===== src/rtl/branch_offset_encoder.sv =====
// branch_offset_encoder: PC-to-target word offset packed as ARMv8 imm26/imm19.
// Two-stage valid/ready pipeline with alignment/range flags and error count.
module branch_offset_encoder #(
  parameter int ADDR_W   = 64,
  parameter int ERRCNT_W = 16
) (
  input  logic                i_clk,
  input  logic                i_rst,
  input  logic                i_valid,
  output logic                o_ready,
  input  logic [ADDR_W-1:0]   i_pc,
  input  logic [ADDR_W-1:0]   i_target,
  input  logic                i_kind,
  output logic                o_valid,
  input  logic                i_ready,
  output logic [25:0]         o_imm,
  output logic                o_misaligned,
  output logic                o_out_of_range,
  output logic [ERRCNT_W-1:0] o_err_count
);

  logic                r_s1_valid;
  logic [ADDR_W-1:0]   r_s1_off;
  logic                r_s1_kind;
  logic                r_s2_valid;
  logic [25:0]         r_imm;
  logic                r_mis;
  logic                r_oor;
  logic [ERRCNT_W-1:0] r_err;

  logic                w_in_fire;
  logic                w_out_fire;
  logic                w_s2_load;
  logic [ADDR_W-1:0]   w_off;
  logic [ADDR_W-28:0]  w_hi26;
  logic [ADDR_W-21:0]  w_hi19;
  logic                w_ok26;
  logic                w_ok19;
  logic                w_mis;
  logic                w_oor;
  logic [25:0]         w_imm;
  logic [ERRCNT_W-1:0] w_one;

  assign w_off      = i_target - i_pc;
  assign o_ready    = !r_s1_valid || !r_s2_valid || i_ready;
  assign w_in_fire  = i_valid && o_ready;
  assign w_out_fire = r_s2_valid && i_ready;
  assign w_s2_load  = r_s1_valid && (!r_s2_valid || i_ready);
  assign w_one      = {{(ERRCNT_W-1){1'b0}}, 1'b1};

  // In range when every bit above the field's sign bit copies it.
  assign w_hi26 = r_s1_off[ADDR_W-1:27];
  assign w_hi19 = r_s1_off[ADDR_W-1:20];
  assign w_ok26 = (&w_hi26) || !(|w_hi26);
  assign w_ok19 = (&w_hi19) || !(|w_hi19);

  always_comb begin
    w_mis = |r_s1_off[1:0];
    w_oor = r_s1_kind ? !w_ok19 : !w_ok26;
    w_imm = '0;
    if (w_mis || w_oor) begin
      w_imm = '0;
    end else if (r_s1_kind) begin
      w_imm = {{7{r_s1_off[20]}}, r_s1_off[20:2]};
    end else begin
      w_imm = r_s1_off[27:2];
    end
  end

  always_ff @(posedge i_clk) begin
    if (i_rst) begin
      r_s1_valid <= 1'b0;
      r_s1_off   <= '0;
      r_s1_kind  <= 1'b0;
      r_s2_valid <= 1'b0;
      r_imm      <= '0;
      r_mis      <= 1'b0;
      r_oor      <= 1'b0;
      r_err      <= '0;
    end else begin
      if (w_in_fire) begin
        r_s1_valid <= 1'b1;
        r_s1_off   <= w_off;
        r_s1_kind  <= i_kind;
      end else if (w_s2_load) begin
        r_s1_valid <= 1'b0;
      end
      if (w_s2_load) begin
        r_s2_valid <= 1'b1;
        r_imm      <= w_imm;
        r_mis      <= w_mis;
        r_oor      <= w_oor;
      end else if (w_out_fire) begin
        r_s2_valid <= 1'b0;
      end
      if (w_out_fire && (r_mis || r_oor) && !(&r_err)) begin
        r_err <= r_err + w_one;
      end
    end
  end

  assign o_valid        = r_s2_valid;
  assign o_imm          = r_imm;
  assign o_misaligned   = r_mis;
  assign o_out_of_range = r_oor;
  assign o_err_count    = r_err;

endmodule


===== config.mk =====
export PLATFORM = sky130hd
export DESIGN_NAME = branch_offset_encoder
export DESIGN_NICKNAME = d
export VERILOG_FILES = /design/src/rtl/branch_offset_encoder.sv
export SDC_FILE = /design/constraint.sdc
export NUM_CORES = 1
export LEC_CHECK = 0
export CAP_MARGIN = 20
export CORE_MARGIN = 4
export CORE_UTILIZATION = 40
export DETAILED_ROUTE_END_ITERATION = 10
export GPL_TIMING_DRIVEN = 0
export PLACE_DENSITY = 0.74
export SYNTH_ARGS = -nofsm -noshare
export SYNTH_HDL_FRONTEND = slang
export SYNTH_SLANG_ARGS = --single-unit

===== constraint.sdc =====
create_clock -name i_clk -period 6.7 [get_ports i_clk]
set_input_delay 1.005 -clock i_clk [delete_from_list [all_inputs] [get_ports i_clk]]
set_output_delay 1.005 -clock i_clk [all_outputs]
set_load 0.05 [all_outputs]

* Word-level counts from Yosys, hierarchy flattened
Index checks and enable logic that the tools add are counted.
** Word-level totals
- Memories :: 0
- Output and inout bits :: 46
- Flip-flop bits (word level) :: 111
- Input port bits :: 133
- Word-level logic and storage cells :: 44
- Latch bits :: 0
- ROM bits :: 0
- Memory bits (writable) :: 0
** Cells by class
- Multiplexer cells :: 7
- Bitwise logic cells :: 0
- Shift operators :: 0
- Magnitude comparators :: 0
- Multiply operators :: 0
- Div/mod/pow operators :: 0
- Eq/ne operators :: 0
- Reduce and logical (&&, ||, !) cells :: 27
- Add/sub/neg operators :: 2
** Operators with widths (count)
- 64-bit subtractor :: 1
- 26-bit 2-to-1 mux :: 2
- 44-bit AND reduction :: 1
- 44-bit OR reduction :: 1
- 37-bit AND reduction :: 1
- 37-bit OR reduction :: 1
- 16-bit by 1-bit adder with 16-bit output, second input constant :: 1
- 16-bit AND reduction :: 1
- 1-bit zero test :: 7
- 1-bit logical OR :: 7
- 1-bit logical AND :: 5
- 1-bit 2-to-1 mux :: 5
- 2-bit nonzero test :: 2
- 2-bit OR reduction :: 1

* Depth between registers and ports, before layout
Gate-level depths: netlist of run 1.
- Word-level depth :: 7
- Gate-level depth with buffers :: 13
- Mapped depth without buffers :: 13

* Worst setup path before layout of run 1
OpenSTA, ideal clock, no wires.
- Path type :: input to register
- From :: input port i_target[0]
- To :: register r_s1_off[56]
- Slack :: 3.111 ns
- Library setup time :: 0.062 ns
- Data arrival time :: 3.527 ns
- Data required time :: 6.638 ns
- Path buffers :: 0
- Cell stages on the path :: 13
- Cell sequence :: inv_1 -> ha_1 -> fa_1 -> nor2b_1 -> o211ai_1 -> a21o_1 -> a2111o_1 -> nand3_2 -> a21boi_2 -> o41ai_4 -> a21oi_2 -> or4_1 -> nand3_1
** Between the ends
- Word-level cells in the longest chain between the ends :: 1
** Ends and longest elaborated chain
- start: declaration :: RTL line 12 : input logic [ADDR_W-1:0] i_target,
- 64-bit subtractor :: RTL line 44 : assign w_off = i_target - i_pc;
- end signal: assignment :: RTL line 83 : r_s1_off <= w_off;
- end: declaration :: RTL line 23 : logic [ADDR_W-1:0] r_s1_off;
Every way passes these cells.
A chain may end at the register's enable or synchronous reset.

* Worst setup path after layout of run 1
- From :: input port i_pc[14]
- To :: register r_s1_off[59]
** Between the ends
- Word-level cells in the longest chain between the ends :: 1
** Ends and longest elaborated chain
- start: declaration :: RTL line 11 : input logic [ADDR_W-1:0] i_pc,
- 64-bit subtractor :: RTL line 44
Every way passes these cells.

==> summary.md, run 1 <==
| Metric | Value |
|---|---|
| Status | `complete, no violations` |
| Final worst setup slack | `2090 ps` |
| Initial antenna violation count | `0` |
| Share of cells above drive strength 1 | `0.0286` |
| VDD IR max | `between 0.1 and 0.15 mV` |
| Io pins | `about 180` |
| Crit-path slowest cell | `or4_1` |
| Mapped Area | `between 8000 and 9000 µm²` |
| Clock sink count | `between 100 and 150` |
| Syn Inst Count | `approximately 1100` |
| Later-pin clock latency in the skew report | `about 350 ps` |
| Leakage | `4.30 nW` |
| CP required | `around 6900 ps` |
| CP top delay family | `simple AND/OR/NAND/NOR gates` |
| P&R area growth vs syn | `29.7%` |
| Dpl hpwl | `about 20000 µm` |
| Routed WL per cell | `between 15 and 20 µm` |
| Design area | `approximately 11000 µm²` |
| Crit-path most repeated cell | `a31oi_1` |
| Max-cap viol count | `0` |
| ANT nets after route | `0` |
| Pwr per Cell Area | `between 150 and 200 nW/µm²` |
| Area after DPL | `between 10000 and 15000 µm²` |
| CP max FO | `8` |
| Vias in the first global route | `roughly 8100` |
| Hold-fix buffers, CTS | `0` |
| Worst hold-check path type | `reg2reg` |
| Syn avg cell area | `approximately 7.4 µm²` |
| ANT cells | `0` |
| Setup TNS | `0 ps` |
| Initial core utilization | `0.412` |
| Post-CTS Setup Bufs | `0` |
| CP startpoint kind | `input pin` |
| Final worst-path cycle share | `0.688` |
| Register area share after synthesis | `0.273` |
| WS Path Type | `in2reg` |
| Largest net degree at the start of global routing | `21` |
| Layout Nets | `about 1500` |
| Slew HR | `0.410` |
| Number of synthesized register bits | `~110` |
| Cts repair resizes | `0` |
| DIE AREA | `22700 µm²` |
| Ys flop type | `dfxtp_1` |
| Max clock buf depth | `2` |
| DRT iter0 DRCs | `about 550` |
| CTS tree | `built` |
| Die height | `151 µm` |
| CP peak stage delay | `about 600 ps` |
| Worst-path clk slew | `about 80 ps` |
| CP endpoint kind | `register` |
| Via-to-Cell Ratio | `5.51` |
| Arrival time at the worst endpoint | `4850 ps` |
| Filler cells | `1913` |
| Gr ovfl total | `0` |
| Syn nets | `approximately 1300` |
| Async SR Flop Fraction | `0` |
| Clock root buffer | `clkbuf_16` |
| Tmin final | `about 4600 ps` |
| I/O Buffers | `178` |
| Die X | `between 150 and 200 µm` |
| Final WL | `24000 µm` |
| EDFF count, synth | `0` |
| Site Rows | `51` |
| Core ar. | `19700 µm²` |
| CTS Buf Count | `9` |
| Max-slew violations | `0` |
| First-pass GRT wire length | `39200 µm` |
| Total track usage | `0.209` |
| Setup Viol. Count Final | `0` |
| Warnings, synthesis | `0` |
| DRC Markers | `0` |
| Drt first pass iters | `5` |
| Yosys cell types | `a little over 70` |
| Final GP Congestion | `0.905` |
| Peak Freq | `0.217 GHz` |
| Fin. Hold Viols | `0` |
| Layout Skew | `roughly 9.3 ps` |
| Buffer and inverter count on the worst path | `2` |
| Routed via count | `around 8600` |
| Slew @ Worst Pin | `882 ps` |
| Critical path, cell by cell | `clkdlybuf4s50_1 > inv_1 > ha_1 > nand2_1 > or4_1 > nor4_1 > o211ai_1 > a31oi_1 > nor3_1 > o21ai_2 > a31oi_1 > and4_1 > a311o_1` |
| Pre-CTS WS | `about 1800 ps` |
| Worst hold margin | `between 400 and 500 ps` |
| RSZ-0062 raised after global routing | `no` |
| H-tree depth | `3` |
Yosys cell counts (7+ instances only):
library cell  number  area share
nor3_1            20       0.012
nand3_1           27       0.017
clkbuf_1          37       0.017
a21o_1            35       0.032
o21bai_1          12       0.011
o21ai_0           60       0.037
a211oi_1          12       0.011
and4_1            13       0.014
nor2b_1           16       0.012
nor4_1            15       0.012
a21oi_1          119       0.073
a22oi_1           20       0.018
nand2_1          137       0.063
o31ai_1            8      0.0074
ha_1              64       0.099
xor2_1            21       0.023
or3_1              9      0.0069
inv_1             79       0.036
and2_1             7      0.0054
nor2_1           101       0.047
dfxtp_1          111        0.27
xnor2_1           39       0.042
a31oi_1            8      0.0062
and3_1             9      0.0069
nand4_1           36       0.028
per-stage QoR:
stage,instances,util,total power (W)
3_3_place_gp,1544,0.519,0.00133
4_1_cts,1560,0.534,0.00186
2_1_floorplan,1101,-,0.00114
5_1_grt,1560,0.534,0.00197
6_report,1560,0.534,0.00187
3_5_place_dp,1544,0.519,0.00134
power by group:
part	leakage [nW]	internal, W	total, W	switching, W
clock	0.148	0.000273	0.000532	0.000259
sequential	0.908	0.000704	0.000739	0.0000354
combinational	3.24	0.000265	0.000596	0.000331
total	4.30	0.00124	0.00187	0.000625
cell families after synthesis:
logic type / Yosys count / share of synthesized area
XOR/XNOR: 60 / 0.0647
multiplexers: 1 / 0.00123
adder cells (fa/ha/maj): 65 / 0.101
flip-flops: 111 / 0.273
AO/OA/AOI/OAI: 331 / 0.261
buffers and inverters: 126 / 0.0599
AND/OR/NAND/NOR: 407 / 0.239
worst paths after layout:
kind                              startpoint      endpoint  slack, ps  depth (start not counted)
worst max register to register  r_s1_off[53]     o_imm[24]       3690                         10
worst min-delay path               o_imm[22]     o_imm[22]        450                          2
worst max-delay path                i_pc[14]  r_s1_off[59]       2090                         13
worst min register to register     o_imm[22]     o_imm[22]        450                          2
layout by cell type, fill, tap and decap left out, types with 5 or more instances in the layout:
cell type and count:
dfxtp_1 111, a211oi_1 12, o21ai_0 60, nor2_1 101, a31oi_1 8, nand3_1 27
clkbuf_1 37, nand2_1 137, and4_1 13, inv_1 79, nor2b_1 16, a21oi_1 119
ha_1 64, or3_1 9, nand4_1 36, o21bai_1 12, buf_2 5, o211ai_1 6
and2_1 7, clkbuf_16 9, nand2b_1 5, xnor2_1 39, xor2_1 21, and3_1 9
nor4_1 15, a22oi_1 20, nor3_1 20, a21o_1 35, o31ai_1 8, clkdlybuf4s50_1 178
o21a_1 6
final cells by class:
class                           instances  area, µm²  share of cell area
Tap cell                              265        332              0.0315
Inverter                               79        297              0.0281
Clock buffer                           10        239              0.0227
Timing Repair Buffer                  178       1780               0.169
Clock inverter                          6       57.6             0.00546
Buffer                                 47        190              0.0180
Multi-Input combinational cell        864       5420               0.514
Sequential cell                       111       2220               0.211
metal layers:
layer / vias up / part of all wire / wire [µm] / GRT usage
li1: 4326 / - / - / -
met4: 0 / 0.016 / 377 / 0.0522
met3: 35 / 0.061 / 1460 / 0.0235
met5: - / 0 / 0 / 0
met1: 3964 / 0.46 / 11100 / 0.288
met2: 271 / 0.46 / 11100 / 0.350
sequential cells by signal (all words and copies together), names as in the netlist:
register / flops
o_misaligned: 1
o_imm: 26
o_valid: 1
o_out_of_range: 1
r_s1_kind: 1
r_s1_valid: 1
r_s1_off: 64
o_err_count: 16
worst min-delay path: cells and delay by family (launching register included):
kind | cells | cell delay (ps)
flip-flops | 1 | 310
AND/OR/NAND/NOR | 1 | 50
AO/OA/AOI/OAI | 1 | 50
Note: power is estimated with default switching activity, not from simulation.
==> inputs of run 2 (changes only) <==
- clock period: 6.7 -> 4.8 ns (I/O delays scaled with it)
==> results of run 2 <==
Same layout as run 1 (identical final DEF). Status: complete, no violations.
Among the figures that moved: setup slack after placement 1780 ps -> 168 ps; setup slack after layout 2090 ps -> 473 ps; register-to-register setup slack 3690 ps -> 1790 ps; total power 0.00187 W -> 0.00261 W; worst IR drop on VDD 0.118 mV -> 0.164 mV
==> inputs of run 3 (changes only) <==
- CAP_MARGIN: 20 -> 10
- GPL_TIMING_DRIVEN: 0 -> not set
- SKIP_CTS_REPAIR_TIMING: not set -> 1
==> run 3 against run 2 <==
  * Flip-flop and latch count unchanged
  * Global-route usage down 0.87 points
  * Non-clock buffer count down 40
  * Via count down 2.8%
  * Sequential power about the same
  * Count of clock-buffer cells in the layout up 2
  * First-iteration DRC count up 11%
  * Wire length down 2.8%
  * Largest power group unchanged
  * Combinational power down 0.7%
  * Largest cell class unchanged
  * Die area unchanged
==> summary.md, run 3 (synthesis gave the netlist of run 1 again) <==
| Metric | Value |
|---|---|
| RSZ-0062 raised after global routing | `no` |
| Slew HR | `0.272` |
| Top reg by flops | `r_s1_off` |
| Tmin final | `around 4000 ps` |
| Pwr per Cell Area | `around 250 nW/µm²` |
| CP endpoint kind | `register` |
| Status | `complete, no violations` |
| ANT cells | `0` |
| Layout Nets | `between 1000 and 1500` |
| Io pins | `between 150 and 200` |
| Slew @ Worst Pin | `~1100 ps` |
| Initial core utilization | `0.412` |
| Worst-path clk slew | `roughly 80 ps` |
| Design area | `10400 µm²` |
| Pre-CTS WS | `around 500 ps` |
| Die height | `roughly 150 µm` |
| Area of the multi-input gates | `around 5400 µm²` |
| Worst hold-check path type | `reg2reg` |
| Final WL | `between 20000 and 25000 µm` |
| Initial antenna violation count | `0` |
| Final worst setup slack | `~780 ps` |
| Via-to-Cell Ratio | `around 5.5` |
| Final worst-path cycle share | `0.837` |
| CP required | `~5000 ps` |
| Later-pin clock latency in the skew report | `340 ps` |
| Setup Viol. Count Final | `0` |
| Fin. Hold Viols | `0` |
| Max-slew violations | `0` |
| Leakage | `4.26 nW` |
| DRC Markers | `0` |
| Routed WL per cell | `15.4 µm` |
| Area after DPL | `slightly above 10000 µm²` |
| Commonest non-fill, non-tap cells in the layout | `177 x clkdlybuf4s50_1, 136 x nand2_1, 119 x a21oi_1` |
| Gr ovfl total | `0` |
| DRT iter0 DRCs | `a little over 600` |
| Dpl hpwl | `about 19000 µm` |
| H-tree depth | `3` |
| CP max FO | `8` |
| VDD IR max | `around 0.21 mV` |
| Commonest non-fill, non-tap cell in the layout | `clkdlybuf4s50_1` |
| Max-cap viol count | `0` |
| Filler cells | `between 1500 and 2000` |
| Peak Freq | `between 0.2 and 0.25 GHz` |
| Drt first pass iters | `5` |
| WS Path Type | `in2reg` |
| Worst setup path start | `i_pc[14]` |
| CP startpoint kind | `input pin` |
| Site Rows | `51` |
| First-pass GRT wire length | `37600 µm` |
| Largest net degree at the start of global routing | `63` |
| Setup TNS | `0 ps` |
| Seq. cell area | `2220 µm²` |
| Max clock buf depth | `2` |
| Clock sink count | `between 100 and 150` |
| Share of cells above drive strength 1 | `0.0303` |
| Arrival time at the worst endpoint | `around 4300 ps` |
| Total track usage | `0.200` |
| Worst r2r src | `r_s1_off[60]` |
| CTS Buf Count | `9` |
| ANT nets after route | `0` |
| Vias in the first global route | `roughly 7700` |
| Routed via count | `between 8000 and 9000` |
| Clock root buffer | `clkbuf_16` |
| Die X | `roughly 150 µm` |
| CTS tree | `built` |
| DIE AREA | `roughly 23000 µm²` |
| Hold_sp | `r_s1_off[19]` |
| Final GP Congestion | `just under 0.9` |
| Core ar. | `between 15000 and 20000 µm²` |
| Flip-flop count of the largest register, all copies and words added | `64` |
| Layout Skew | `between 10 and 15 ps` |
| I/O Buffers | `between 150 and 200` |
| P&R area growth vs syn | `28.0%` |
## run 3: changes by cell type in the layout (fill, tap and decap cells not counted), sizes merged
cell	change
inv	-3
clkbuf	-35
clkdlybuf4s50	-1
bufinv	+1
buf	-2
## run 3: final timing paths
kind                                     end  slack (ps)  depth (start not counted)
worst min-delay path            r_s1_off[19]         450                          2
worst max-delay path            r_s1_off[59]         780                         13
worst min register to register  r_s1_off[19]         450                          2
worst max register to register     o_imm[24]        2350                         10
## run 3: area by class of cell
class / count / share of cell area
well taps: 265 / 0.0319
multi-input cells: 864 / 0.521
flip-flops and latches: 111 / 0.214
inverters: 79 / 0.0285
clock buffers: 12 / 0.0237
repair buffers: 185 / 0.176
clock inverters: 4 / 0.00505
## run 3: per-layer routing
layer	wire, µm	track usage	up-vias
met5	0	0	-
met4	364	0.0457	0
met2	10700	0.331	269
met3	1300	0.0205	23
met1	11000	0.282	3825
li1	-	-	4242
## run 3: worst max-delay path: stages
cell             delay [ps]
clkdlybuf4s50_1         450
inv_1                    40
ha_1                    400
nand2_1                 150
or4_1                   590
nor4_1                  240
o211ai_1                220
a31oi_1                 390
nor3_1                  190
o21ai_2                 200
a31oi_1                 160
and4_1                  240
a311o_1                 260
## run 3: power breakdown
| part | leakage, nW | switching [W] | total [W] | internal (W) |
|---|---|---|---|---|
| clock network | 0.148 | 0.000329 | 0.000752 | 0.000423 |
| logic | 3.20 | 0.000458 | 0.000826 | 0.000368 |
| registers | 0.908 | 0.0000484 | 0.00103 | 0.000983 |
## run 3: per-stage QoR
step	instances	util	power, W	hold WS (ps)
after floorplan	1101	-	0.00159	432
after global placement	1504	0.512	0.00186	437
after detailed placement	1504	0.512	0.00186	446
after CTS	1520	0.528	0.00262	454
after global routing	1520	0.528	0.00276	476
final	1520	0.528	0.00261	453
